### src/rtl/des_key_pkg.sv
// -----------------------------------------------------------------------------
// des_key_pkg
// Shared definitions for the DES round-key scheduler:
//   - half/CD/subkey vector types. These use FIPS bit numbering, so vector
//     index k is FIPS bit k.
//   - PC-2 selection table, per-round shift schedule, FSM state encoding.
//   - FIPS-numbered circular rotate helpers for the 28-bit halves.
// -----------------------------------------------------------------------------
package des_key_pkg;

  localparam int HALF_W = 28;
  localparam int KEY_W  = 48;
  localparam int CD_W   = 56;

  typedef logic [HALF_W:1] half_t;
  typedef logic [CD_W:1]   cd_t;
  typedef logic [KEY_W:1]  subkey_t;

  typedef enum logic [1:0] {
    ST_IDLE   = 2'd0,
    ST_SHIFT  = 2'd1,
    ST_HOLD   = 2'd2,
    ST_FINISH = 2'd3
  } state_t;

  // PC2_TABLE[j] is the CD bit that feeds subkey bit j.
  localparam logic [5:0] PC2_TABLE [1:48] = '{
    6'd14, 6'd17, 6'd11, 6'd24, 6'd1,  6'd5,
    6'd3,  6'd28, 6'd15, 6'd6,  6'd21, 6'd10,
    6'd23, 6'd19, 6'd12, 6'd4,  6'd26, 6'd8,
    6'd16, 6'd7,  6'd27, 6'd20, 6'd13, 6'd2,
    6'd41, 6'd52, 6'd31, 6'd37, 6'd47, 6'd55,
    6'd30, 6'd40, 6'd51, 6'd45, 6'd33, 6'd48,
    6'd44, 6'd49, 6'd39, 6'd56, 6'd34, 6'd53,
    6'd46, 6'd42, 6'd50, 6'd36, 6'd29, 6'd32
  };

  // Entry i holds the shift amount of round i+1.
  localparam logic [1:0] SHIFT_SCHED [0:15] = '{
    2'd1, 2'd1, 2'd2, 2'd2, 2'd2, 2'd2, 2'd2, 2'd2,
    2'd1, 2'd2, 2'd2, 2'd2, 2'd2, 2'd2, 2'd2, 2'd1
  };

  // FIPS left rotate: bit k takes bit k+amt (wrapping 28 -> 1).
  function automatic half_t rotl_fips(input half_t h, input logic [1:0] amt);
    half_t r;
    case (amt)
      2'd1:    r = {h[1], h[28:2]};
      2'd2:    r = {h[2:1], h[28:3]};
      default: r = h;
    endcase
    return r;
  endfunction

  // FIPS right rotate: inverse of rotl_fips.
  function automatic half_t rotr_fips(input half_t h, input logic [1:0] amt);
    half_t r;
    case (amt)
      2'd1:    r = {h[27:1], h[28]};
      2'd2:    r = {h[26:1], h[28:27]};
      default: r = h;
    endcase
    return r;
  endfunction

endpackage

### src/rtl/des_round_key_scheduler_pc2.sv
// -----------------------------------------------------------------------------
// des_pc2_permute
// Purely combinational PC-2 compression (56 -> 48 bits), FIPS bit numbering.
// Ports:
//   i_cd     [56:1]  rotated C/D pair, CD[28:1] = C, CD[56:29] = D
//   o_subkey [48:1]  PC-2 output, index j = FIPS PC-2 output bit j
// -----------------------------------------------------------------------------
module des_pc2_permute
  import des_key_pkg::*;
(
  input  logic [CD_W:1]  i_cd,
  output logic [KEY_W:1] o_subkey
);

  for (genvar j = 1; j <= KEY_W; j++) begin : g_pc2
    assign o_subkey[j] = i_cd[PC2_TABLE[j]];
  end

endmodule

### src/rtl/des_round_key_scheduler.sv
// -----------------------------------------------------------------------------
// des_round_key_scheduler
// Latches the C0/D0 halves from PC-1, rotates them round by round, and applies
// PC-2. The sixteen round subkeys are presented over a valid/ready handshake.
// The order is K1..K16 for encrypt and K16..K1 for decrypt.
//
// Optional feature macro: KEY_SCHED_DECRYPT_EN
//   defined   : DECRYPT (sampled with LOAD) selects the reverse order
//   undefined : DECRYPT is ignored, only the encrypt order exists
//
// Ports:
//   CLK            rising-edge clock
//   RESET_BAR      asynchronous active-low reset
//   LOAD           start strobe, honoured only when idle
//   DECRYPT        1 = reverse subkey order (sampled with LOAD)
//   LEFT_HALF_IN   [27:0] PC-1 bits 56:29 (D), bit 0 = FIPS bit 29
//   RIGHT_HALF_IN  [27:0] PC-1 bits 28:1  (C), bit 0 = FIPS bit 1
//   SUBKEY_READY   consumer accepts the presented subkey
//   SUBKEY         [48:1] round subkey, index j = FIPS PC-2 output bit j
//   SUBKEY_VALID   SUBKEY holds a valid key
//   ROUND_NUM      presentation round 1..16
//   BUSY           high whenever not idle
//   DONE           one-cycle pulse after the 16th handshake
// -----------------------------------------------------------------------------
module des_round_key_scheduler
  import des_key_pkg::*;
#(
  parameter int ROUNDS  = 16,
  parameter int ROUND_W = 5
) (
  input  logic               CLK,
  input  logic               RESET_BAR,
  input  logic               LOAD,
  input  logic               DECRYPT,
  input  logic [HALF_W-1:0]  LEFT_HALF_IN,
  input  logic [HALF_W-1:0]  RIGHT_HALF_IN,
  input  logic               SUBKEY_READY,
  output logic [KEY_W:1]     SUBKEY,
  output logic               SUBKEY_VALID,
  output logic [ROUND_W-1:0] ROUND_NUM,
  output logic               BUSY,
  output logic               DONE
);

  state_t             r_state;
  state_t             w_state_nxt;
  half_t              r_c;
  half_t              r_d;
  half_t              w_c_rot;
  half_t              w_d_rot;
  half_t              w_c_nxt;
  half_t              w_d_nxt;
  logic [ROUND_W-1:0] r_round;
  logic [ROUND_W-1:0] w_round_nxt;
  subkey_t            r_subkey;
  subkey_t            w_subkey_nxt;
  subkey_t            w_pc2;
  logic               r_valid;
  logic               w_valid_nxt;
  logic               r_busy;
  logic               w_busy_nxt;
  logic               r_done;
  logic               w_done_nxt;
  logic               w_last_round;
  logic [3:0]         w_enc_idx;
  logic [1:0]         w_enc_amt;

  assign w_last_round = (r_round == ROUND_W'(ROUNDS));
  // Round r uses schedule entry r-1.
  assign w_enc_idx    = 4'(r_round - ROUND_W'(1));
  assign w_enc_amt    = SHIFT_SCHED[w_enc_idx];

`ifdef KEY_SCHED_DECRYPT_EN
  logic       r_decrypt;
  logic [3:0] w_dec_idx;
  logic [1:0] w_dec_amt;

  // Decrypt round r >= 2 undoes encrypt round 18-r, i.e. schedule entry 17-r.
  // Round 1 does not rotate: after 16 rounds C/D are back at C0/D0, so K16
  // comes straight from the loaded halves.
  assign w_dec_idx = 4'(ROUND_W'(ROUNDS + 1) - r_round);
  assign w_dec_amt = (r_round == ROUND_W'(1)) ? 2'd0 : SHIFT_SCHED[w_dec_idx];

  // Mode register, captured together with the halves.
  always_ff @(posedge CLK or negedge RESET_BAR) begin
    if (!RESET_BAR) begin
      r_decrypt <= 1'b0;
    end else if ((r_state == ST_IDLE) && LOAD) begin
      r_decrypt <= DECRYPT;
    end else begin
      r_decrypt <= r_decrypt;
    end
  end

  // Rotated halves for the current round, direction chosen by the mode.
  always_comb begin
    if (r_decrypt) begin
      w_c_rot = rotr_fips(r_c, w_dec_amt);
      w_d_rot = rotr_fips(r_d, w_dec_amt);
    end else begin
      w_c_rot = rotl_fips(r_c, w_enc_amt);
      w_d_rot = rotl_fips(r_d, w_enc_amt);
    end
  end
`else
  logic w_unused_decrypt;
  assign w_unused_decrypt = DECRYPT;

  // Rotated halves for the current round (encrypt order only).
  always_comb begin
    w_c_rot = rotl_fips(r_c, w_enc_amt);
    w_d_rot = rotl_fips(r_d, w_enc_amt);
  end
`endif

  des_pc2_permute u_pc2 (
    .i_cd     ({w_d_rot, w_c_rot}),
    .o_subkey (w_pc2)
  );

  // FSM state register.
  always_ff @(posedge CLK or negedge RESET_BAR) begin
    if (!RESET_BAR) begin
      r_state <= ST_IDLE;
    end else begin
      r_state <= w_state_nxt;
    end
  end

  // FSM next-state logic.
  always_comb begin
    w_state_nxt = r_state;
    case (r_state)
      ST_IDLE: begin
        if (LOAD) begin
          w_state_nxt = ST_SHIFT;
        end else begin
          w_state_nxt = ST_IDLE;
        end
      end
      ST_SHIFT: begin
        w_state_nxt = ST_HOLD;
      end
      ST_HOLD: begin
        if (SUBKEY_READY) begin
          if (w_last_round) begin
            w_state_nxt = ST_FINISH;
          end else begin
            w_state_nxt = ST_SHIFT;
          end
        end else begin
          w_state_nxt = ST_HOLD;
        end
      end
      ST_FINISH: begin
        w_state_nxt = ST_IDLE;
      end
      default: begin
        w_state_nxt = ST_IDLE;
      end
    endcase
  end

  // FSM output/datapath logic: next values of the registered outputs and C/D.
  always_comb begin
    w_c_nxt      = r_c;
    w_d_nxt      = r_d;
    w_round_nxt  = r_round;
    w_subkey_nxt = r_subkey;
    w_valid_nxt  = r_valid;
    case (r_state)
      ST_IDLE: begin
        if (LOAD) begin
          w_c_nxt     = RIGHT_HALF_IN;
          w_d_nxt     = LEFT_HALF_IN;
          w_round_nxt = ROUND_W'(1);
        end else begin
          w_round_nxt = r_round;
        end
      end
      ST_SHIFT: begin
        w_c_nxt      = w_c_rot;
        w_d_nxt      = w_d_rot;
        w_subkey_nxt = w_pc2;
        w_valid_nxt  = 1'b1;
      end
      ST_HOLD: begin
        if (SUBKEY_READY) begin
          w_valid_nxt = 1'b0;
          if (w_last_round) begin
            w_round_nxt = r_round;
          end else begin
            w_round_nxt = r_round + ROUND_W'(1);
          end
        end else begin
          w_valid_nxt = r_valid;
        end
      end
      ST_FINISH: begin
        w_valid_nxt = 1'b0;
      end
      default: begin
        w_valid_nxt = 1'b0;
      end
    endcase
    w_busy_nxt = (w_state_nxt != ST_IDLE);
    w_done_nxt = (w_state_nxt == ST_FINISH);
  end

  // Datapath and output registers.
  always_ff @(posedge CLK or negedge RESET_BAR) begin
    if (!RESET_BAR) begin
      r_c      <= '0;
      r_d      <= '0;
      r_round  <= '0;
      r_subkey <= '0;
      r_valid  <= 1'b0;
      r_busy   <= 1'b0;
      r_done   <= 1'b0;
    end else begin
      r_c      <= w_c_nxt;
      r_d      <= w_d_nxt;
      r_round  <= w_round_nxt;
      r_subkey <= w_subkey_nxt;
      r_valid  <= w_valid_nxt;
      r_busy   <= w_busy_nxt;
      r_done   <= w_done_nxt;
    end
  end

  assign SUBKEY       = r_subkey;
  assign SUBKEY_VALID = r_valid;
  assign ROUND_NUM    = r_round;
  assign BUSY         = r_busy;
  assign DONE         = r_done;

endmodule
### config.mk
export PLATFORM = sky130hd
export DESIGN_NAME = des_round_key_scheduler
export DESIGN_NICKNAME = d
export VERILOG_FILES = /design/src/rtl/des_key_pkg.sv /design/src/rtl/des_round_key_scheduler_pc2.sv /design/src/rtl/des_round_key_scheduler.sv
export SDC_FILE = /design/constraint.sdc
export NUM_CORES = 1
export LEC_CHECK = 0
export ABC_AREA = 1
export BUFFER_PORTS_ARGS = -buffer_cell sky130_fd_sc_hd__buf_2
export CORE_ASPECT_RATIO = 0.5
export CORE_UTILIZATION = 40
export CTS_BUF_LIST = sky130_fd_sc_hd__clkbuf_4
export DETAILED_ROUTE_END_ITERATION = 16
export PLACE_DENSITY = 0.72
export SYNTH_ARGS = -nofsm -noshare
export SYNTH_HDL_FRONTEND = slang
export SYNTH_SLANG_ARGS = --single-unit
### constraint.sdc
create_clock -name CLK -period 3 [get_ports CLK]
set_clock_uncertainty 0.1 [all_clocks]
set_input_delay 0.6 -clock CLK [delete_from_list [all_inputs] [get_ports CLK]]
set_output_delay 0.6 -clock CLK [all_outputs]
set_load 0.01 [all_outputs]
==> impl_metrics.py <==
metrics = {
    "placement": {
        "gp_congestion": 0.785,
        "dp_cells": 1052,
        "postPlaceCellArea_um2": 7070,
        "dp_hpwl_mm": 9.70,
        "portBuffers": 115,
    },
    "timing": {
        "tns_ps": 0,
        "maxSlewHeadroom_pct": 44.8,
        "worstMarginPinSlew_ps": 828,
        "slew_viol_final": 0,
        "min_period_ps": 2360,
        "timing.final.crit_share_pct": 78.8,
        "hold_violations": 0,
        "finalSetupViolations": 0,
        "timing.fmax_mhz": 423,
        "rsz0062_at_grt": "no",
    },
    "worst_setup_path": {
        "crit_chain": "inv_1 -> ha_1 -> inv_1 -> nand2_1 -> nand3_1 -> inv_1 -> nand2_2 -> buf_12 -> nand3_1 -> nand3_1 -> a21oi_1",
        "start_kind": "register",
        "r2r-end": "r_c[13]$_DFFE_PN0P_",
        "reg2reg_slack_ps": 640,
        "critPathMaxStageDelay_ps": 530,
        "critical_path_arrival_ps": 2660,
        "worstPathRequired_ps": 3290,
        "cp_num_buf_inv": 4,
        "reg2reg_from": "ROUND_NUM[1]$_DFFE_PN0P_",
        "slowest_stage": "dfrtp_1",
        "cp_top_family": "simple AND/OR/NAND/NOR gates",
        "endpoint_kind": "register",
        "crit_path_max_fanout": 44,
        "reg2reg_depth": 11,
        "worst-setup-path-type": "register to register",
    },
    "global_route": {
        "grt_pass1_vias": 5369,
        "grt_max_degree": 57,
        "antenna_found_initial": 0,
        "overflow": 0,
        "grt_pass1_wl_mm": 25.8,
        "track_usage_pct": 19.4,
    },
    "routing": {
        "drt-initial-drc-count": 333,
        "num_vias": 5377,
        "wl_mm": 15.2,
        "first_pass_iters": 4,
        "wl_per_cell_um": 14.0,
        "drc": 0,
        "drtAntennaViolNets": 0,
        "via_per_inst": 4.96,
    },
    "pwr": {
        "pwr-share-comb_pct": 60.0,
        "netSwitchingPower_uw": 4720,
        "peakVddDrop_v": 0.000560,
        "swShare_pct": 49.6,
        "power.leakage_uw": 0.00406,
        "seqPwrFrac_pct": 27.6,
        "intPower_uw": 4790,
        "clockPowerShare_pct": 12.3,
        "powerDensity_nw_per_um2": 1290,
    },
    "min_path": {
        "holdPathStages": 3,
        "hold-path-endpoint": "r_state[0]$_DFF_PN0_",
        "hold_path.class": "primary input to register",
        "hp-start": "SUBKEY_READY",
    },
    "synth": {
        "yosys.area.top_type": "dfrtp_1",
        "syn_inst": 775,
        "synth_area_um2": 6420,
        "synth_cell_types": 24,
        "synth_seq_cells": 114,
        "syn_avg_cell_area_um2": 8.28,
        "synthTopCellsByArea": "dfrtp_1, nand3_2, nand2_1",
        "yosysWarnings": 0,
        "syn_nets": 839,
        "synth.top_cell.area_share_pct": 44.5,
        "synth_sequential_area_ratio_pct": 44.5,
    },
    "cts": {
        "cts_tree": "built",
        "clock_path_buffers": 2,
        "cts-root-buf": "clkbuf_4",
        "clock_sinks": 114,
        "htree_levels": 4,
        "postCtsSetupBuffers": 0,
        "numCtsBuffers": 17,
        "postCtsHoldBufs": 1,
        "clk_pin_slew_ps": 120,
        "postCtsResizedCells": 0,
        "clkLatencyLatePin_ps": 520,
    },
    "die": {
        "die_x_um": 181,
        "die_area_um2": 16600,
        "io_pins": 117,
        "die_height_um": 91.6,
        "num_rows": 32,
        "core_area_um2": 15500,
        "initial_core_util_pct": 41.3,
    },
    "layout": {
        "antenna_cells": 0,
        "nets": 932,
        "n_fill_cell": 1576,
        "fin_util_pct": 47.4,
        "layout-drive-gt1-share_pct": 31.2,
        "final_cells": 1085,
        "areaGrowthSynthToFinish_pct": 14.9,
        "fin_area_um2": 7370,
    },
    "status": {
        "status": "finished clean",
    },
    "run": {
        "drv_cap": 0,
    },
}
power groups by stage:
stage | Combinational (uW) | Clock (uW) | Sequential [uW]
floorplan | 4470 | 0 | 2790
global placement | 5560 | 0 | 2640
detailed placement | 5730 | 0 | 2660
CTS | 5750 | 1210 | 2630
global route | 6440 | 1290 | 2710
finish | 5710 | 1170 | 2630
worst max-delay path by stage:
stage / startpoint / end / slack (ps) / depth (start not counted)
6_report: ROUND_NUM[1]$_DFFE_PN0P_ / r_c[13]$_DFFE_PN0P_ / 640 / 11
5_1_grt: ROUND_NUM[1]$_DFFE_PN0P_ / r_d[0]$_DFFE_PN0P_ / 470 / 11
4_1_cts: ROUND_NUM[1]$_DFFE_PN0P_ / r_c[13]$_DFFE_PN0P_ / 620 / 11
3_5_place_dp: ROUND_NUM[1]$_DFFE_PN0P_ / r_c[13]$_DFFE_PN0P_ / 660 / 11
3_3_place_gp: ROUND_NUM[1]$_DFFE_PN0P_ / r_c[13]$_DFFE_PN0P_ / 750 / 11
2_1_floorplan: ROUND_NUM[0]$_DFFE_PN0P_ / r_d[8]$_DFFE_PN0P_ / 1230 / 10
kinds of logic after synthesis:
| kind of cell | synth area share (%) |
|---|---|
| simple gates | 30.3 |
| fa+ha+maj | 0.585 |
| compound gates | 11.4 |
| xor+xnor | 0.273 |
| flops | 44.5 |
| buf+inv | 12.9 |
registers in the layout (all words and copies together) (netlist names):
signal / count
SUBKEY: 48
r_c: 28
r_d: 28
ROUND_NUM: 5
r_state: 2
BUSY: 1
DONE: 1
SUBKEY_VALID: 1
routing by layer:
layer | routed length [um] | vias to the layer above | global-route usage [%]
met5 | 0 | - | 0
met4 | 213 | 0 | 7.27
met3 | 527 | 21 | 3.49
met2 | 7360 | 104 | 32.7
met1 | 7110 | 2586 | 24.9
li1 | - | 2666 | -
cells in the final DEF, fill, tap and decap left out, drive strengths merged:
cell type / instances
nand2: 171
a31o: 1
inv: 127
dlygate4sd3: 1
buf: 127
a21oi: 57
ha: 3
xor2: 2
nor2: 3
nand3: 179
nand4: 3
clkbuf: 17
dfrtp: 114
o21ai: 64
bufinv: 2
clkinv: 6
clkinvlp: 4
synthesized netlist by cell type:
cell type and n:
o21ai_0 62, nand4_1 3, clkbuf_1 18, buf_1 1, a31o_2 1, o21ai_1 2
clkbuf_2 1, nand3_1 106, nand3_2 73, ha_1 3, nand2_1 169, clkbuf_4 1
dfrtp_1 114, nor2_1 2, inv_1 121, nor2_4 1, a21oi_2 32, buf_6 17
xor2_1 2, a21oi_1 25, buf_4 3, buf_2 13, nand2_2 2, inv_2 3
layout make-up:
cell class,count,area [um^2],area share (%)
tap,204,255,3.46
clock inverter,15,160,2.17
inverter,124,465,6.32
clock buffer,17,128,1.73
timing repair buffer,128,728,9.88
multi-input combinational,483,2780,37.7
sequential,114,2850,38.7
tightest hold or removal path, stage by stage:
cell	delay, ps
buf_2	100
nand2_1	70
nand2_1	80
per-stage QoR:
stage / setup WS [ps] / power [uW] / hold WS, ps
floorplan: 1230 / 7270 / 204
global placement: 745 / 8200 / 354
detailed placement: 664 / 8390 / 358
CTS: 621 / 9590 / 206
global route: 466 / 10400 / 219
finish: 636 / 9510 / 263
No activity file was read; power rests on OpenSTA's default activity.
